`config.mk`:
```
export PLATFORM = sky130hd
export DESIGN_NAME = vga_sync_recover
export DESIGN_NICKNAME = d
export VERILOG_FILES = /design/src/rtl/vga_sync_recover.sv
export SDC_FILE = /design/constraint.sdc
export NUM_CORES = 1
export LEC_CHECK = 0
export CELL_PAD_IN_SITES_DETAIL_PLACEMENT = 0
export CELL_PAD_IN_SITES_GLOBAL_PLACEMENT = 1
export CORE_MARGIN = 2
export CORE_UTILIZATION = 29
export DETAILED_ROUTE_END_ITERATION = 10
export PLACE_DENSITY_LB_ADDON = 0.1
export SLEW_MARGIN = 20
export SYNTH_ARGS = -nofsm -noshare
export SYNTH_HDL_FRONTEND = slang
export SYNTH_SLANG_ARGS = --single-unit
```
`constraint.sdc`:
```
create_clock -name PCK -period 2.34 [get_ports PCK]
set_clock_uncertainty 0.05 [all_clocks]
set_input_delay 0.468 -clock PCK [delete_from_list [all_inputs] [get_ports PCK]]
set_output_delay 0.468 -clock PCK [all_outputs]
set_load 0.1 [all_outputs]
```
`src/rtl/vga_sync_recover.sv`:
```
// -----------------------------------------------------------------------------
// vga_sync_recover
//
// Recovers pixel/line counters and a lock indication from an asynchronous
// VGA HS/VS pair sampled on the pixel clock. Each sync input is synchronized,
// edge-detected and measured. A small FSM declares lock after LOCK_FRAMES
// consecutive frames whose line and frame lengths match HPERIOD/VPERIOD.
//
// Ports
//   PCK          in   pixel clock, all logic on the rising edge
//   RST          in   synchronous reset, active-high
//   VGA_HS       in   horizontal sync (async to PCK, active-low by default)
//   VGA_VS       in   vertical sync (async to PCK, active-low by default)
//   HCNT[9:0]    out  regenerated pixel count within the line
//   VCNT[9:0]    out  regenerated line count within the frame
//   HMEAS[9:0]   out  last measured line length in PCK cycles (sat. 1023)
//   VMEAS[9:0]   out  last measured frame length in lines (sat. 1023)
//   LOCKED       out  high while the input timing matches HPERIOD/VPERIOD
//   FRAME_START  out  one-cycle pulse the cycle after each VS active edge
//
// Build option
//   VGA_SYNC_RECOVER_POL_AUTO_EN  when defined, the polarity of each sync
//   input is learned from its high/low times and edges are taken on the
//   active-going transition; a learned polarity change forces UNLOCKED.
//   When undefined both inputs are strictly active-low.
//
// Lock FSM
//   state      | meaning
//   UNLOCKED   | no valid timing; waits for a VS edge to start checking
//   CHECK      | counting consecutive good frames towards LOCK_FRAMES
//   LOCKED     | timing matches; any bad line or frame drops lock
// -----------------------------------------------------------------------------
module vga_sync_recover #(
  parameter int HPERIOD     = 800,
  parameter int VPERIOD     = 525,
  parameter int HLOAD       = 19,
  parameter int VLOAD       = 10,
  parameter int LOCK_FRAMES = 2
) (
  input  logic       PCK,
  input  logic       RST,
  input  logic       VGA_HS,
  input  logic       VGA_VS,
  output logic [9:0] HCNT,
  output logic [9:0] VCNT,
  output logic [9:0] HMEAS,
  output logic [9:0] VMEAS,
  output logic       LOCKED,
  output logic       FRAME_START
);

  localparam logic [1:0] S_UNLOCKED = 2'd0;
  localparam logic [1:0] S_CHECK    = 2'd1;
  localparam logic [1:0] S_LOCKED   = 2'd2;

  localparam logic [9:0] HPER_V  = 10'(HPERIOD);
  localparam logic [9:0] HPER_M1 = 10'(HPERIOD - 1);
  localparam logic [9:0] VPER_V  = 10'(VPERIOD);
  localparam logic [9:0] VPER_M1 = 10'(VPERIOD - 1);
  localparam logic [9:0] HLOAD_V = 10'(HLOAD);
  localparam logic [9:0] VLOAD_V = 10'(VLOAD);
  localparam logic [9:0] SAT_V   = 10'h3FF;
  localparam logic [3:0] LF_V    = 4'(LOCK_FRAMES);

  // synchronizers and previous-value registers
  logic r_hs_s1, r_hs_s2, r_hs_prev;
  logic r_vs_s1, r_vs_s2, r_vs_prev;

  always_ff @(posedge PCK) begin
    if (RST) begin
      r_hs_s1   <= 1'b1;
      r_hs_s2   <= 1'b1;
      r_hs_prev <= 1'b1;
      r_vs_s1   <= 1'b1;
      r_vs_s2   <= 1'b1;
      r_vs_prev <= 1'b1;
    end else begin
      r_hs_s1   <= VGA_HS;
      r_hs_s2   <= r_hs_s1;
      r_hs_prev <= r_hs_s2;
      r_vs_s1   <= VGA_VS;
      r_vs_s2   <= r_vs_s1;
      r_vs_prev <= r_vs_s2;
    end
  end

  logic w_hs_fall;
  logic w_vs_fall;
  logic w_pol_chg;

`ifdef VGA_SYNC_RECOVER_POL_AUTO_EN
  // Phase timers are wide enough for a full VS phase counted in pixels.
  localparam int TW = 20;
  localparam logic [TW-1:0] TSAT = {TW{1'b1}};

  logic [TW-1:0] r_hs_run, r_hs_hi, r_hs_lo;
  logic [TW-1:0] r_vs_run, r_vs_hi, r_vs_lo;
  logic          r_hs_pol_low, r_vs_pol_low;
  logic [TW-1:0] w_hs_hi_nxt, w_hs_lo_nxt, w_vs_hi_nxt, w_vs_lo_nxt;
  logic          w_hs_tog, w_vs_tog;
  logic          w_hs_pol_nxt, w_vs_pol_nxt;

  assign w_hs_tog = r_hs_s2 ^ r_hs_prev;
  assign w_vs_tog = r_vs_s2 ^ r_vs_prev;

  // On a toggle the phase that just ended is latched as its high or low time.
  always_comb begin
    w_hs_hi_nxt = r_hs_hi;
    w_hs_lo_nxt = r_hs_lo;
    w_vs_hi_nxt = r_vs_hi;
    w_vs_lo_nxt = r_vs_lo;
    if (w_hs_tog) begin
      if (r_hs_prev) w_hs_hi_nxt = r_hs_run;
      else           w_hs_lo_nxt = r_hs_run;
    end
    if (w_vs_tog) begin
      if (r_vs_prev) w_vs_hi_nxt = r_vs_run;
      else           w_vs_lo_nxt = r_vs_run;
    end
  end

  // Shorter phase is the active pulse.
  assign w_hs_pol_nxt = (w_hs_lo_nxt < w_hs_hi_nxt);
  assign w_vs_pol_nxt = (w_vs_lo_nxt < w_vs_hi_nxt);

  always_ff @(posedge PCK) begin
    if (RST) begin
      // hi=1/lo=0 makes the power-up guess active-low
      r_hs_run     <= '0;
      r_hs_hi      <= TW'(1);
      r_hs_lo      <= '0;
      r_hs_pol_low <= 1'b1;
      r_vs_run     <= '0;
      r_vs_hi      <= TW'(1);
      r_vs_lo      <= '0;
      r_vs_pol_low <= 1'b1;
    end else begin
      r_hs_hi      <= w_hs_hi_nxt;
      r_hs_lo      <= w_hs_lo_nxt;
      r_hs_pol_low <= w_hs_pol_nxt;
      r_vs_hi      <= w_vs_hi_nxt;
      r_vs_lo      <= w_vs_lo_nxt;
      r_vs_pol_low <= w_vs_pol_nxt;
      if (w_hs_tog)              r_hs_run <= TW'(1);
      else if (r_hs_run != TSAT) r_hs_run <= r_hs_run + TW'(1);
      if (w_vs_tog)              r_vs_run <= TW'(1);
      else if (r_vs_run != TSAT) r_vs_run <= r_vs_run + TW'(1);
    end
  end

  assign w_hs_fall = r_hs_pol_low ? (r_hs_prev & ~r_hs_s2) : (~r_hs_prev & r_hs_s2);
  assign w_vs_fall = r_vs_pol_low ? (r_vs_prev & ~r_vs_s2) : (~r_vs_prev & r_vs_s2);
  assign w_pol_chg = (w_hs_pol_nxt != r_hs_pol_low) || (w_vs_pol_nxt != r_vs_pol_low);
`else
  assign w_hs_fall = r_hs_prev & ~r_hs_s2;
  assign w_vs_fall = r_vs_prev & ~r_vs_s2;
  assign w_pol_chg = 1'b0;
`endif

  // regenerated counters
  logic [9:0] r_hcnt, r_vcnt;
  logic       w_hwrap;

  assign w_hwrap = (r_hcnt == HPER_M1);

  always_ff @(posedge PCK) begin
    if (RST) begin
      r_hcnt <= '0;
      r_vcnt <= '0;
    end else begin
      if (w_hs_fall)    r_hcnt <= HLOAD_V;
      else if (w_hwrap) r_hcnt <= '0;
      else              r_hcnt <= r_hcnt + 10'd1;

      if (w_vs_fall)
        r_vcnt <= VLOAD_V;
      else if (w_hwrap && !w_hs_fall)
        r_vcnt <= (r_vcnt == VPER_M1) ? 10'd0 : r_vcnt + 10'd1;
    end
  end

  // line / frame measurement
  logic [9:0] r_hlen, r_vlen, r_hmeas, r_vmeas;

  always_ff @(posedge PCK) begin
    if (RST) begin
      r_hlen  <= '0;
      r_vlen  <= '0;
      r_hmeas <= '0;
      r_vmeas <= '0;
    end else begin
      if (w_hs_fall) begin
        r_hlen  <= 10'd1;
        r_hmeas <= r_hlen;
      end else if (r_hlen != SAT_V) begin
        r_hlen <= r_hlen + 10'd1;
      end

      if (w_vs_fall) begin
        r_vlen  <= 10'd1;
        r_vmeas <= r_vlen;
      end else if (w_hs_fall && (r_vlen != SAT_V)) begin
        r_vlen <= r_vlen + 10'd1;
      end
    end
  end

  // good/bad classification
  logic w_line_bad, w_vs_misalign, w_frame_end_bad, w_frame_good, w_bad;
  logic r_frame_bad;

  // A saturated hlen means sync is lost, even before the next HS edge.
  assign w_line_bad = (w_hs_fall && (r_hlen != HPER_V)) || (r_hlen == SAT_V);

  // VS edges always coincide with an HS edge in valid timing; a lone VS edge
  // (e.g. edges taken on the wrong polarity) marks the frame bad.
  assign w_vs_misalign = w_vs_fall && !w_hs_fall;

  // The line ending at the VS edge belongs to the frame that ends there.
  assign w_frame_end_bad = w_vs_fall &&
                           ((r_vlen != VPER_V) || r_frame_bad || w_line_bad || w_vs_misalign);
  assign w_frame_good    = w_vs_fall && !w_frame_end_bad;
  assign w_bad           = w_line_bad || w_frame_end_bad || (r_vlen == SAT_V) || w_pol_chg;

  always_ff @(posedge PCK) begin
    if (RST)             r_frame_bad <= 1'b0;
    else if (w_vs_fall)  r_frame_bad <= 1'b0;
    else if (w_line_bad) r_frame_bad <= 1'b1;
  end

  // lock FSM
  logic [1:0] r_state, w_state_nxt;
  logic [3:0] r_frames, w_frames_nxt;
  logic       r_locked, r_frame_start;

  always_comb begin
    w_state_nxt  = r_state;
    w_frames_nxt = r_frames;
    case (r_state)
      S_UNLOCKED: begin
        // the partial frame that ends here is never scored
        w_frames_nxt = 4'd0;
        if (w_vs_fall && !w_pol_chg) w_state_nxt = S_CHECK;
      end
      S_CHECK: begin
        if (w_bad) begin
          w_state_nxt  = S_UNLOCKED;
          w_frames_nxt = 4'd0;
        end else if (w_frame_good) begin
          w_frames_nxt = r_frames + 4'd1;
          if ((r_frames + 4'd1) == LF_V) w_state_nxt = S_LOCKED;
        end
      end
      S_LOCKED: begin
        if (w_bad) begin
          w_state_nxt  = S_UNLOCKED;
          w_frames_nxt = 4'd0;
        end
      end
      default: begin
        w_state_nxt  = S_UNLOCKED;
        w_frames_nxt = 4'd0;
      end
    endcase
  end

  // LOCKED is registered from the next state so it drops one cycle after
  // the offending edge, in step with the state register.
  always_ff @(posedge PCK) begin
    if (RST) begin
      r_state       <= S_UNLOCKED;
      r_frames      <= '0;
      r_locked      <= 1'b0;
      r_frame_start <= 1'b0;
    end else begin
      r_state       <= w_state_nxt;
      r_frames      <= w_frames_nxt;
      r_locked      <= (w_state_nxt == S_LOCKED);
      r_frame_start <= w_vs_fall;
    end
  end

  assign HCNT        = r_hcnt;
  assign VCNT        = r_vcnt;
  assign HMEAS       = r_hmeas;
  assign VMEAS       = r_vmeas;
  assign LOCKED      = r_locked;
  assign FRAME_START = r_frame_start;

endmodule

```
==> summary.md, run 1 <==
| Metric | Value |
|---|---|
| PortBufs | 45 |
| Required @ worst endpoint | between 2 and 3 ns |
| Max-slew violation count | 0 |
| CP arrival | between 2 and 2.5 ns |
| Worst-path clk slew | 0.08 ns |
| Post-layout instance area | approximately 4000 sq um |
| Clock Latency Late Sink | between 0.3 and 0.4 ns |
| Final ANT Viol Nets | 0 |
| Antenna violations before repair | 0 |
| Worst reg2reg path depth | 7 |
| Hpwl dp | about 5300 um |
| Largest net degree at the start of global routing | 29 |
| Die footprint | 11800 sq um |
| Worst hold path class | reg -> reg |
| Global Route Usage Sum | a little over an eighth |
| Post-synth EDFFs | 0 |
| Avg Cell Area, Syn | just under 9 sq um |
| First-pass GRT wire length | about 13000 um |
| Post-route DRC | 0 |
| Post-Layout Cell Count | 560 |
| Top Ports | between 40 and 50 |
| Post-layout util | a little under two fifths |
| Final period util | between 90 and 100% |
| Max rail drop VDD | between 0.3 and 0.4 mV |
| Root buf cell | clkbuf_8 |
| Longest Clk Path Bufs | 2 |
| Status | finished clean |
| Commonest non-fill, non-tap cell in the layout | dfxtp_1 |
| RR Endpoint | r_frames[0] |
| Gr ovfl total | 0 |
| Commonest cells after routing, fill and taps aside | dfxtp_1 (69), buf_4 (54), nor2_1 (45) |
| Netlist cell types | 48 |
| Deepest level of the CTS H-tree | 3 |
| Synth area leaders | dfxtp_1 (47%), nor2_1 (5.3%), nand2_1 (4.6%) |
| Overall Power | approximately 2.6 mW |
| WL final | about 7400 um |
| PD cells | approximately 670 nW/um^2 |
| Crit-path max FO | 6 |
| Iter 0 DRT Violations | 69 |
| Gpl congestion | between 0.7 and 0.8 |
| Worst flop-to-flop path startpoint | r_hlen[0] |
| Reg2Reg Setup Slack | between 0.1 and 0.15 ns |
| Max stage delay on crit path | 0.44 ns |
| Initial Util | 29.5% |
| CTS Sinks | 75 |
| Die Ht | ~110 um |
| Worst slew margin | between 40% and 50% |
| Post_cts resized | 0 |
| Hold path cells | 1 |
| Register bit total from synthesis | 75 |
| Postcts setup bufs | 0 |
| Total number of vias | 2709 |
| Share of cells above drive strength 1 | 20.5% |
| Crit-path cells | inv_1, ha_1, or4b_1, nor4_2, o21ai_1, a2111o_1, a311oi_2 |
| Final setup vio count | 0 |
| CP Launch Type | register |
| Setup TNS Final | 0 ns |
| Hold-fix buffers at CTS | 0 |
| Die X | between 100 and 150 um |
| Share of the synthesized area in the top cell type | a little under half |
| Area Growth Syn to Fin | 24.5% |
| Via-per-instance ratio | between 4 and 5 |
| Routed WL per cell | between 10 and 15 um |
| Final nets | 428 |
| Syn Inst Count | between 300 and 400 |
| Final Hold Vio Count | 0 |
| Slowest cell on crit path | or4b_1 |
| Num rows | 38 |
| Diode count | 0 |
| Core area | roughly 11000 sq um |
| Clock buffer count from CTS | 9 |
| Max-cap viol count | 0 |
| Number of global-route vias before repair | roughly 2.6k |
| Post-DP Area | approximately 3700 sq um |
| Worst hold start | r_vs_s1 |
| Post-synth ARST share | 0% |
| Ys flop type | dfxtp_1 |
| CP Capture Type | register |
| Netlist Area Pre-Place | roughly 3200 sq um |
| # placed instances | 544 |
| Fmax | about 460 MHz |
| Post-synth top area cell | dfxtp_1 |
| Worst Max-Slew Pin Slew | between 0.8 and 0.9 ns |
| Critical path class | reg -> reg |
| RSZ-0062 raised after global routing | no |
| Final-layout fill cell count | between 1k and 1.5k |
| Seq/Total Area, Yosys | a little under half |
| Leak | about 1.5 nW |
| Fin crit period | about 2.2 ns |
| CTS tree | built |
| Hold endpoint | r_vs_s2 |
| Pre-Repair DR Iteration Count | 4 |
| Yosys Warn Count | 0 |
| Syn nets | ~380 |
power by group:
part	switching, mW	internal (mW)	total (mW)
registers	0.0221	1.30	1.32
clock network	0.497	0.629	1.13
logic	0.140	0.0560	0.196
total	0.659	1.98	2.64
registers in the layout, summed over array words and instances (netlist names), 2 cells and up:
signal    count
VCNT         10
r_vlen       10
HMEAS        10
r_state       2
r_frames      4
VMEAS        10
HCNT         10
r_hlen       10
stage by stage:
step,worst slack [ns],hold WS [ns]
after global routing,0.00962,0.385
after CTS,0.0420,0.366
after global placement,0.0565,0.346
after floorplan,0.0328,0.339
after detailed placement,0.00899,0.347
final,0.147,0.364
worst max-delay path, delay by kind of cell, from the launching register on:
family / cells / cell delay (ns)
buf+inv: 1 / 0.10
flops: 1 / 0.35
fa+ha+maj: 1 / 0.14
compound gates: 3 / 0.80
simple gates: 2 / 0.66
worst max-delay path by stage:
stage / endpoint / cells after the start / slack [ns] / startpoint
floorplan: VCNT[3] / 8 / 0.03 / HCNT[0]
global placement: VCNT[7] / 4 / 0.06 / RST
detailed placement: VCNT[5] / 4 / 0.009 / RST
CTS: r_frames[0] / 7 / 0.04 / r_hlen[0]
global route: r_frames[0] / 7 / 0.01 / r_hlen[0]
finish: r_frames[0] / 7 / 0.15 / r_hlen[0]
area by class of cell:
type,instances,area (sq um),share of cell area [%]
multi-input cells,261,1580,39.9
flip-flops and latches,75,1510,38.0
clock inverters,6,88.8,2.24
clock buffers,10,138,3.47
well taps,140,175,4.41
inverters,11,41.3,1.04
repair buffers,57,435,11.0
cell usage after synthesis (5+ instances only):
| library cell | n |
|---|---|
| dfxtp_1 | 75 |
| nor2_1 | 45 |
| nand2_1 | 39 |
| a21oi_1 | 26 |
| xor2_1 | 16 |
| clkbuf_1 | 13 |
| nand4_1 | 12 |
| inv_1 | 11 |
| nand3_1 | 11 |
| a22o_1 | 10 |
| nor3_1 | 10 |
| xnor2_1 | 10 |
| ha_1 | 9 |
| and3_1 | 8 |
| nand2b_1 | 7 |
| nor4_1 | 6 |
| o21ai_0 | 6 |
| or2_2 | 6 |
| nor2b_1 | 5 |
metal layers:
| metal | wire (um) | global-route usage (%) | up-vias | part of all wire [%] |
|---|---|---|---|---|
| met2 | 3430 | 21.7 | 30 | 46 |
| met4 | 88 | 3.85 | 0 | 1.2 |
| met1 | 3670 | 17.4 | 1295 | 49 |
| met5 | 0 | 0 | - | 0 |
| met3 | 243 | 4.30 | 7 | 3.3 |
| li1 | - | - | 1377 | - |
logic make-up (layout without fill, tap and decap cells):
logic type	Yosys count	after routing	share of synthesized area [%]
xor+xnor	26	26	7.14
mux	2	2	0.628
fa+ha+maj	9	9	3.53
buf+inv	27	84	3.26
compound gates	60	60	12.5
simple gates	164	164	25.8
flops	75	75	47.1
No activity file was read; power rests on OpenSTA's default activity.
==> run 2: changes to the inputs <==
--- a/config.mk
+++ b/config.mk
@@ -15,3 +15,4 @@
 export SYNTH_ARGS = -nofsm -noshare
 export SYNTH_HDL_FRONTEND = slang
 export SYNTH_SLANG_ARGS = --single-unit
+export TNS_END_PERCENT = 20
==> results of run 2 <==
The final DEF is identical to that of run 1; final timing and power are the same.
